<file path="config.mk">
export PLATFORM = sky130hd
export DESIGN_NAME = mm_requant_pack
export DESIGN_NICKNAME = d
export VERILOG_FILES = /design/src/rtl/mm_requant_pkg.sv /design/src/rtl/mm_requant_pack_packer.sv /design/src/rtl/mm_requant_pack.sv
export SDC_FILE = /design/constraint.sdc
export NUM_CORES = 2
export LEC_CHECK = 0
export CAP_MARGIN = 10
export CORE_ASPECT_RATIO = 0.7
export CORE_MARGIN = 2
export CORE_UTILIZATION = 25
export DETAILED_ROUTE_END_ITERATION = 12
export HOLD_SLACK_MARGIN = 0.03
export PLACE_DENSITY = 0.38
export SLEW_MARGIN = 20
export SYNTH_ARGS = -nofsm -noshare
export SYNTH_HDL_FRONTEND = slang
export SYNTH_SLANG_ARGS = --single-unit
export TNS_END_PERCENT = 20
</file>
<file path="constraint.sdc">
create_clock -name mm_clk -period 10.7 [get_ports mm_clk]
set_input_delay 1.605 -clock mm_clk [delete_from_list [all_inputs] [get_ports mm_clk]]
set_output_delay 1.605 -clock mm_clk [all_outputs]
set_load 0.02 [all_outputs]
</file>
<file path="src/rtl/mm_requant_pkg.sv">
// Shared widths and the int8 clamp used by the requantize/pack stage.
package mm_requant_pkg;

  localparam int D_W     = 8;
  localparam int D_W_ACC = 32;
  localparam int PACK    = 4;
  localparam int SHIFT_W = 6;
  localparam int PROD_W  = 64;
  localparam int SUM_W   = PROD_W + 2;
  localparam int OUT_W   = PACK * D_W;
  localparam int LANE_W  = $clog2(PACK);

  localparam logic signed [SUM_W-1:0] SAT_MAX = 127;
  localparam logic signed [SUM_W-1:0] SAT_MIN = -128;

  // Clamp a wide signed value into the int8 range.
  function automatic logic signed [D_W-1:0] sat_int8(input logic signed [SUM_W-1:0] v);
    if (v > SAT_MAX) begin
      return 8'sh7F;
    end else if (v < SAT_MIN) begin
      return 8'sh80;
    end else begin
      return v[D_W-1:0];
    end
  endfunction

endpackage

</file>
<file path="src/rtl/mm_requant_pack_packer.sv">
// Collects int8 results into 32-bit words and owns the output AXI-S register.
// The output register only loads when it is empty or being drained this cycle,
// which is exactly when adv is high.
module rq_packer
  import mm_requant_pkg::*;
(
  input  logic                  clk,
  input  logic                  rst_n,
  input  logic                  elem_vld,
  input  logic signed [D_W-1:0] elem,
  input  logic                  elem_last,
  input  logic                  tready,
  output logic                  adv,
  output logic [OUT_W-1:0]      tdata,
  output logic [PACK-1:0]       tkeep,
  output logic                  tvalid,
  output logic                  tlast
);

  logic [LANE_W-1:0] lane;
  logic [OUT_W-1:0]  word;
  logic [OUT_W-1:0]  word_next;
  logic [OUT_W-1:0]  word_masked;
  logic [PACK-1:0]   keep_next;
  logic              emit;

  assign adv  = ~(tvalid & ~tready);
  assign emit = elem_vld & ((lane == LANE_W'(PACK-1)) | elem_last);

  // Merge the incoming element into its lane and blank lanes beyond it.
  always_comb begin
    word_next   = word;
    word_masked = '0;
    keep_next   = '0;
    for (int i = 0; i < PACK; i++) begin
      if (LANE_W'(i) == lane) begin
        word_next[i*D_W +: D_W] = elem;
      end
      keep_next[i] = (LANE_W'(i) <= lane);
    end
    for (int i = 0; i < PACK; i++) begin
      if (keep_next[i]) begin
        word_masked[i*D_W +: D_W] = word_next[i*D_W +: D_W];
      end
    end
  end

  // Word accumulator: stale lanes are masked at emit time, so no reset needed.
  always_ff @(posedge clk) begin
    if (adv && elem_vld) begin
      word <= word_next;
    end
  end

  // Lane counter and output register with the AXI-S handshake.
  always_ff @(posedge clk) begin
    if (!rst_n) begin
      lane   <= '0;
      tvalid <= 1'b0;
      tlast  <= 1'b0;
      tkeep  <= '0;
      tdata  <= '0;
    end else if (adv) begin
      if (emit) begin
        tvalid <= 1'b1;
        tdata  <= word_masked;
        tkeep  <= keep_next;
        tlast  <= elem_last;
        lane   <= '0;
      end else begin
        tvalid <= 1'b0;
        if (elem_vld) begin
          lane <= lane + 1'b1;
        end
      end
    end
  end

endmodule

</file>
<file path="src/rtl/mm_requant_pack.sv">
// Requantizes the int32 accumulator stream to int8 (scale, rounding shift,
// zero point, saturate) and packs four results per 32-bit output beat.
// A single stall derived from the output register freezes the whole pipe.
module mm_requant_pack
  import mm_requant_pkg::*;
(
  input  logic                      mm_clk,
  input  logic                      mm_rst_n,
  input  logic signed [D_W_ACC-1:0] s_axis_tdata,
  input  logic                      s_axis_tvalid,
  output logic                      s_axis_tready,
  input  logic                      s_axis_tlast,
  output logic [OUT_W-1:0]          m_axis_tdata,
  output logic [PACK-1:0]           m_axis_tkeep,
  output logic                      m_axis_tvalid,
  input  logic                      m_axis_tready,
  output logic                      m_axis_tlast,
  input  logic signed [31:0]        M0,
  input  logic [SHIFT_W-1:0]        SHIFT,
  input  logic signed [D_W-1:0]     ZP
);

  localparam logic signed [SUM_W-1:0] RND_ONE = 1;

  // Rounding arithmetic right shift (ties toward +inf), zero point, clamp.
  function automatic logic signed [D_W-1:0] requant(
    input logic signed [PROD_W-1:0] prod,
    input logic [SHIFT_W-1:0]       sh,
    input logic signed [D_W-1:0]    zp
  );
    logic signed [SUM_W-1:0] ext;
    logic signed [SUM_W-1:0] rnd;
    logic signed [SUM_W-1:0] r;
    ext = SUM_W'(prod);
    if (sh == '0) begin
      r = ext;
    end else begin
      rnd = RND_ONE <<< (sh - 1'b1);
      r   = (ext + rnd) >>> sh;
    end
    return sat_int8(r + SUM_W'(zp));
  endfunction

  logic adv;
  logic accept;

  logic                      first_q;
  logic signed [31:0]        m0_q;
  logic [SHIFT_W-1:0]        shift_q;
  logic signed [D_W-1:0]     zp_q;
  logic signed [31:0]        m0_eff;
  logic [SHIFT_W-1:0]        shift_eff;
  logic signed [D_W-1:0]     zp_eff;

  logic                      vld_p1;
  logic signed [PROD_W-1:0]  prod_p1;
  logic                      last_p1;
  logic [SHIFT_W-1:0]        shift_p1;
  logic signed [D_W-1:0]     zp_p1;

  logic                      vld_p2;
  logic signed [D_W-1:0]     q_p2;
  logic                      last_p2;

  assign accept        = s_axis_tvalid & adv;
  assign s_axis_tready = adv;

  // The first beat of a packet uses the live config inputs; later beats the latched copy.
  assign m0_eff    = first_q ? M0    : m0_q;
  assign shift_eff = first_q ? SHIFT : shift_q;
  assign zp_eff    = first_q ? ZP    : zp_q;

  // Latch the config on the first accepted beat of each packet.
  always_ff @(posedge mm_clk) begin
    if (!mm_rst_n) begin
      first_q <= 1'b1;
      m0_q    <= '0;
      shift_q <= '0;
      zp_q    <= '0;
    end else if (accept) begin
      first_q <= s_axis_tlast;
      if (first_q) begin
        m0_q    <= M0;
        shift_q <= SHIFT;
        zp_q    <= ZP;
      end
    end
  end

  // ---- S1: multiply ----
  // S1 valid bit.
  always_ff @(posedge mm_clk) begin
    if (!mm_rst_n) begin
      vld_p1 <= 1'b0;
    end else if (adv) begin
      vld_p1 <= accept;
    end
  end

  // S1 product, with the element's shift/zero point carried alongside.
  always_ff @(posedge mm_clk) begin
    if (adv) begin
      prod_p1  <= PROD_W'(s_axis_tdata) * PROD_W'(m0_eff);
      last_p1  <= s_axis_tlast;
      shift_p1 <= shift_eff;
      zp_p1    <= zp_eff;
    end
  end

  // ---- S2: round, shift, offset, saturate ----
  // S2 valid bit.
  always_ff @(posedge mm_clk) begin
    if (!mm_rst_n) begin
      vld_p2 <= 1'b0;
    end else if (adv) begin
      vld_p2 <= vld_p1;
    end
  end

  // S2 int8 result and last flag.
  always_ff @(posedge mm_clk) begin
    if (adv) begin
      q_p2    <= requant(prod_p1, shift_p1, zp_p1);
      last_p2 <= last_p1;
    end
  end

  // ---- Packer / output register ----
  rq_packer u_packer (
    .clk       (mm_clk),
    .rst_n     (mm_rst_n),
    .elem_vld  (vld_p2),
    .elem      (q_p2),
    .elem_last (last_p2),
    .tready    (m_axis_tready),
    .adv       (adv),
    .tdata     (m_axis_tdata),
    .tkeep     (m_axis_tkeep),
    .tvalid    (m_axis_tvalid),
    .tlast     (m_axis_tlast)
  );

endmodule

</file>
==> Word level (Yosys, flattened, before mapping) <==
Index checks and enable logic that the tools add are counted.
{ "word_totals": {"input_bits": 83, "ff_bits": 209, "elab_cells": 64} }
{ "classes": {"bitwise_logic": 6, "n_addsub": 4, "n_eq_ne": 4, "shifts": 2, "n_mul": 1, "mux": 17, "reduce_logical": 6, "magnitude_cmp": 6} }
{ "op_table": {"columns": ["cell", "count"], "rows": [
  ["66-bit two-way mux", 2],
  ["8-bit two-way mux", 10],
  ["64-bit by 66-bit adder with 66-bit output", 1],
  ["66-bit by 8-bit adder with 66-bit output", 1],
  ["66-bit by 8-bit > comparator with 1-bit output (second input constant)", 1],
  ["66-bit by 8-bit < comparator with 1-bit output (second input constant)", 1],
  ["2-bit by 6-bit <<< shifter with 66-bit output (first input constant)", 1],
  ["66-bit by 6-bit >>> shifter with 66-bit output", 1],
  ["32-bit by 32-bit multiplier with 64-bit output", 1],
  ["32-bit two-way mux", 1],
  ["6-bit logical NOT", 1],
  ["6-bit two-way mux", 1],
  ["6-bit by 1-bit subtractor with 6-bit output (second input constant)", 1],
  ["2-bit equality test (first input constant)", 2],
  ["1-bit by 2-bit less-or-equal comparator with 1-bit output (first input constant)", 2],
  ["2-bit less-or-equal comparator (first input constant)", 2],
  ["2-bit two-way mux", 2],
  ["2-bit AND reduction", 2],
  ["1-bit AND", 3],
  ["2-bit by 1-bit adder with 2-bit output (second input constant)", 1],
  ["1-bit by 2-bit equality test with 1-bit output (first input constant)", 1],
  ["2-bit equality test (second input constant)", 1],
  ["2-bit logical NOT", 1],
  ["1-bit NOT", 2],
  ["4 further kinds", 4]
]} }

==> Depth between registers and ports, before layout <==
{ "depth": {"depth_word": 9, "depth_mapped": 41, "mapped_depth_nobuf": 37} }

==> Hierarchy <==
Synthesis repeated with hierarchy kept, for this count alone.
{ "unflattened": {"hier_cells": 7102, "area_unflattened_um2": 60111.4} }
{ "modules_own_cells": {"columns": ["mod", "n_inst", "area_per_inst_um2", "cells_each"], "rows": [
  ["mm_requant_pack", 1, 57413.8, 6881],
  ["rq_packer", 1, 2697.6, 221]
]} }

==> Least setup slack after synthesis <==
Ideal clock, no wire load.
{ "synth_timing": {"path_type": "input to register", "from": "input port M0[5]", "to": "register prod_p1[60] (data pin)", "slack_ns": 0.938, "path_buffers": 1, "required_ns": 10.422, "t_arrival_ns": 9.484, "cell_stages": 28, "cell_sequence": "mux2_2 > clkbuf_1 > nand2_1 > inv_1 > fa_1 > fa_1 > fa_1 > fa_1 > fa_1 > inv_1 > fa_1 > inv_1 > fa_1 > inv_1 > fa_1 > inv_1 > ha_1 > and3_1 > and2_1 > nand3_1 > inv_1 > a32oi_1 > a31o_2 > a21oi_1 > nand3_1 > a2111oi_0 > o21a_1 > o311ai_0"} }
{ "synth_between": {"elab_chain_len": 2} }
{ "synth_rtl": {"columns": ["item", "line", "rtl"], "rows": [
  ["start: declaration", "mm_requant_pack.sv:18", "input logic signed [31:0] M0,"],
  ["32-bit two-way mux", null, null],
  ["32-bit by 32-bit multiplier with 64-bit output", "mm_requant_pack.sv:103", "prod_p1 <= PROD_W'(s_axis_tdata) * PROD_W'(m0_eff);"],
  ["end signal: assignment", "mm_requant_pack.sv:103", null],
  ["end: declaration", "mm_requant_pack.sv:56", "logic signed [PROD_W-1:0] prod_p1;"]
]} }
Every way passes these cells.
A chain may end at the register's enable or synchronous reset.

==> Worst setup path in the final report <==
{ "layout_timing": {"from": "register shift_p1[1]", "to": "register q_p2[2] (data pin)"} }
{ "layout_between": {"elab_chain_len": 9} }
{ "layout_rtl": {"columns": ["item", "line", "rtl"], "rows": [
  ["start: declaration", "mm_requant_pack.sv:58", "logic [SHIFT_W-1:0] shift_p1;"],
  ["start signal: assignment", "mm_requant_pack.sv:105", "shift_p1 <= shift_eff;"],
  ["6-bit by 1-bit subtractor with 6-bit output", "mm_requant_pack.sv:38", "rnd = RND_ONE <<< (sh - 1'b1);"],
  ["2-bit by 6-bit <<< shifter with 66-bit output", "mm_requant_pack.sv:38", null],
  ["64-bit by 66-bit adder with 66-bit output", "mm_requant_pack.sv:39", "r = (ext + rnd) >>> sh;"],
  ["66-bit by 6-bit >>> shifter with 66-bit output", "mm_requant_pack.sv:39", null],
  ["66-bit two-way mux *", "mm_requant_pack.sv:35", "if (sh == '0) begin"],
  ["66-bit two-way mux *", "mm_requant_pack.sv:122", "if (adv) begin"],
  ["66-bit by 8-bit adder with 66-bit output *", "mm_requant_pack.sv:41", "return sat_int8(r + SUM_W'(zp));"],
  ["66-bit by 8-bit < comparator with 1-bit output", "mm_requant_pkg.sv:20", "end else if (v < SAT_MIN) begin"],
  ["8-bit two-way mux", "mm_requant_pkg.sv:20", null],
  ["end signal: assignment", "mm_requant_pack.sv:123", "q_p2 <= requant(prod_p1, shift_p1, zp_p1);"],
  ["end: declaration", "mm_requant_pack.sv:62", "logic signed [D_W-1:0] q_p2;"]
]} }
Every way passes the cells marked *; elsewhere a longest branch is shown, timed or not. The select of a mux whose other input is x is not followed.

==> flow_metrics.tcl <==
set metrics [dict create \
    synth_cells 7100 \
    die_h_um 413 \
    ys_types 109 \
    crit_required_ps 11230 \
    drive_gt1_frac 0.209 \
    num_rows 150 \
    path_max_fanout 10 \
    gr-total-overflow 0 \
    clockBufferDepth 3 \
    synth_common_cells "inv_1, nand2_1, fa_1" \
    dr_total_vias 54900 \
    crit_path_frequent_cell "buf_4" \
    slew_violations 0 \
    synth_flop_cell "edfxtp_1" \
    yosysWarnings 0 \
    syn_nets 8586 \
    tightest_slew_ps 1030 \
    cts_buffers 26 \
    reg2reg_slack_ps 100 \
    fin_nets 9715 \
    fillCellCount 25400 \
    syn_area_um2 59700 \
    dp_hpwl_mm 231 \
    grt_setup_unrepaired "true" \
    relSlewSlack 0.314 \
    place.gp.congestion 0.977 \
    io_pins 122 \
    worstSetupPathType "register to register" \
    yosys-top-cells-area "fa_1, inv_1, nand2_1, ha_1, edfxtp_1" \
    routed_via_density 4.79 \
    drc 0 \
    max_freq_mhz 94.4 \
    postSynth.asyncResetShare 0 \
    htree_num_levels 1 \
    routed_wirelength_mm 266 \
    synth_top_area_frac 0.364 \
    worstPathArrival_ps 11130 \
    grt_pass1_vias 56700 \
    cp_slowest_stage_delay_ps 510 \
    cp_top_family "buffers and inverters" \
    r2r_start "shift_p1[1]" \
    reg2reg_to "q_p2[2]" \
    cts.clk_slew.worst_paths_ps 60 \
    placeableCoreArea_um2 238000 \
    syn_avg_cell_area_um2 8.40 \
    dr.pass1.iters 6 \
    end_kind "register" \
    seq_area_frac_synth 0.0862 \
    cp_slowest_cell "edfxtp_1" \
    setup_viol 0 \
    grt_use_total 0.220 \
    antenna_found_initial 8 \
    fp.dieW_um 588 \
    finClkSkew_ps 14.1 \
    cts_tree "built" \
    min_to "last_p2" \
    finalCriticalPeriod_ps 10600 \
    port_buffers 121 \
    start_kind "register" \
    synth-seq-cells 201 \
    holdPathStages 0 \
    hold_class "register to register" \
    clock-sinks 201 \
    hold_start "last_p1" \
    crit_buf_inv 18 \
    finalSetupTns_ps 0 \
    die_area_um2 243000 \
    grt_pass1_wl_mm 395 \
    start_util 0.251 \
    rr_worst_depth 48 \
    synthToLayoutAreaGrowth_pct 27.9 \
    yosysTopAreaCell "fa_1" \
    period_share 0.990 \
    wl_per_cell_um 23.3 \
    max_cap_viol_count 0 \
    grt_max_degree 67 \
    status "finished, final reports clean" \
    synth_most_common_cell "inv_1" \
    hold_viol_final 0 \
    clockRootBuffer "clkbuf_16" \
    clock_latency_ps 670 \
    antenna_left 0 \
    synth_edf_count 112 \
    drtIter0Drc 4484 \
]
[what timing repair did]
item | 4_1_cts | 5_1_grt
endpoints found under the setup margin | 7 | 10
hold buffers | 0 | 0
setup buffers | 0 | 7
resized for setup | 16 | 69
pin swaps | 2 | 16
[metal layers]
metal,GRT usage,up-vias,wire length (um)
met3,0.0407,135,17800
met4,0.0320,0,4440
met5,0,-,0
met2,0.303,1451,103000
li1,-,25200,-
met1,0.351,28000,141000
[cells in the final DEF (no fill, tap or decap), types with 38 or more instances in the layout]
cell	instances
buf_4	1295
inv_1	1165
nand2_1	1108
fa_1	1084
nor2_1	363
ha_1	319
a21oi_1	317
nor2b_1	204
o21ai_0	184
and2_1	128
clkdlybuf4s50_1	120
edfxtp_1	112
a21o_1	110
xnor2_1	106
mux2_2	105
buf_12	100
nor3_1	98
dfxtp_1	88
mux2i_1	76
nand3_1	70
xor2_1	60
nand4_1	59
o21a_1	52
nand2b_1	48
nor3b_1	48
o211ai_1	47
a31oi_1	45
and3_1	44
a21boi_0	38
[state kept, by name, summed over array words and instances, names as in the netlist]
name             cells
q_p2                 8
u_packer.tlast       1
last_p1              1
first_q              1
u_packer.tkeep       4
u_packer.tvalid      1
m0_q                32
zp_p1                8
u_packer.tdata      32
u_packer.word       24
vld_p1               1
shift_p1             6
shift_q              6
prod_p1             64
vld_p2               1
last_p2              1
u_packer.lane        2
zp_q                 8
[per-stage QoR]
step | cell area, um2 | hold WS (ps) | worst slack, ps | cells | utilization
5_1_grt | 76300 | 455 | -40.8 | 11400 | 0.321
3_3_place_gp | 75000 | 411 | -641 | 11400 | 0.315
6_report | 76300 | 431 | 104 | 11400 | 0.321
4_1_cts | 76000 | 437 | 11.7 | 11400 | 0.319
3_5_place_dp | 75000 | 408 | -498 | 11400 | 0.315
2_1_floorplan | 59700 | 400 | 938 | 7100 | -
[area by class of cell]
cell class	instances	area (um2)	area share
timing repair buffer	1517	13000	0.170
clock buffer	30	676	0.00885
antenna	6	15.0	0.000197
sequential	201	5150	0.0674
clock inverter	18	173	0.00226
inverter	1169	4390	0.0575
multi-input combinational	5314	49000	0.642
tap	3192	3990	0.0523
[worst reg2reg max path: cells and delay by family, from the launching register on]
kind            cells  cell delay, ps
xor+xnor            1              50
simple gates       13            2570
compound gates     14            3260
flops               1             510
buf+inv            18            3410
fa+ha+maj           2             680
[cell families (layout without fill, tap and decap cells)]
group | after synthesis | in the layout | synth area share
AOI/OAI and AO/OA | 1221 | 1221 | 0.138
buffers and inverters | 1585 | 2734 | 0.100
adders and majority gates | 1403 | 1403 | 0.431
xor gates and xnor gates | 170 | 170 | 0.0252
and+or+nand+nor | 2320 | 2320 | 0.181
muxes | 200 | 200 | 0.0379
DFF | 201 | 201 | 0.0862
other | 0 | 6 | 0
[how the worst max path moves through the flow]
stage | startpoint | to | depth (start not counted)
CTS | shift_p1[0] | q_p2[2] | 47
detailed placement | shift_p1[0] | q_p2[2] | 43
global route | shift_p1[0] | q_p2[2] | 42
floorplan | M0[5] | prod_p1[60] | 28
finish | shift_p1[1] | q_p2[2] | 48
global placement | shift_p1[0] | q_p2[2] | 43
Power is not shown: default switching activity piles up to over one toggle a cycle in this logic, so the estimate is an artifact.
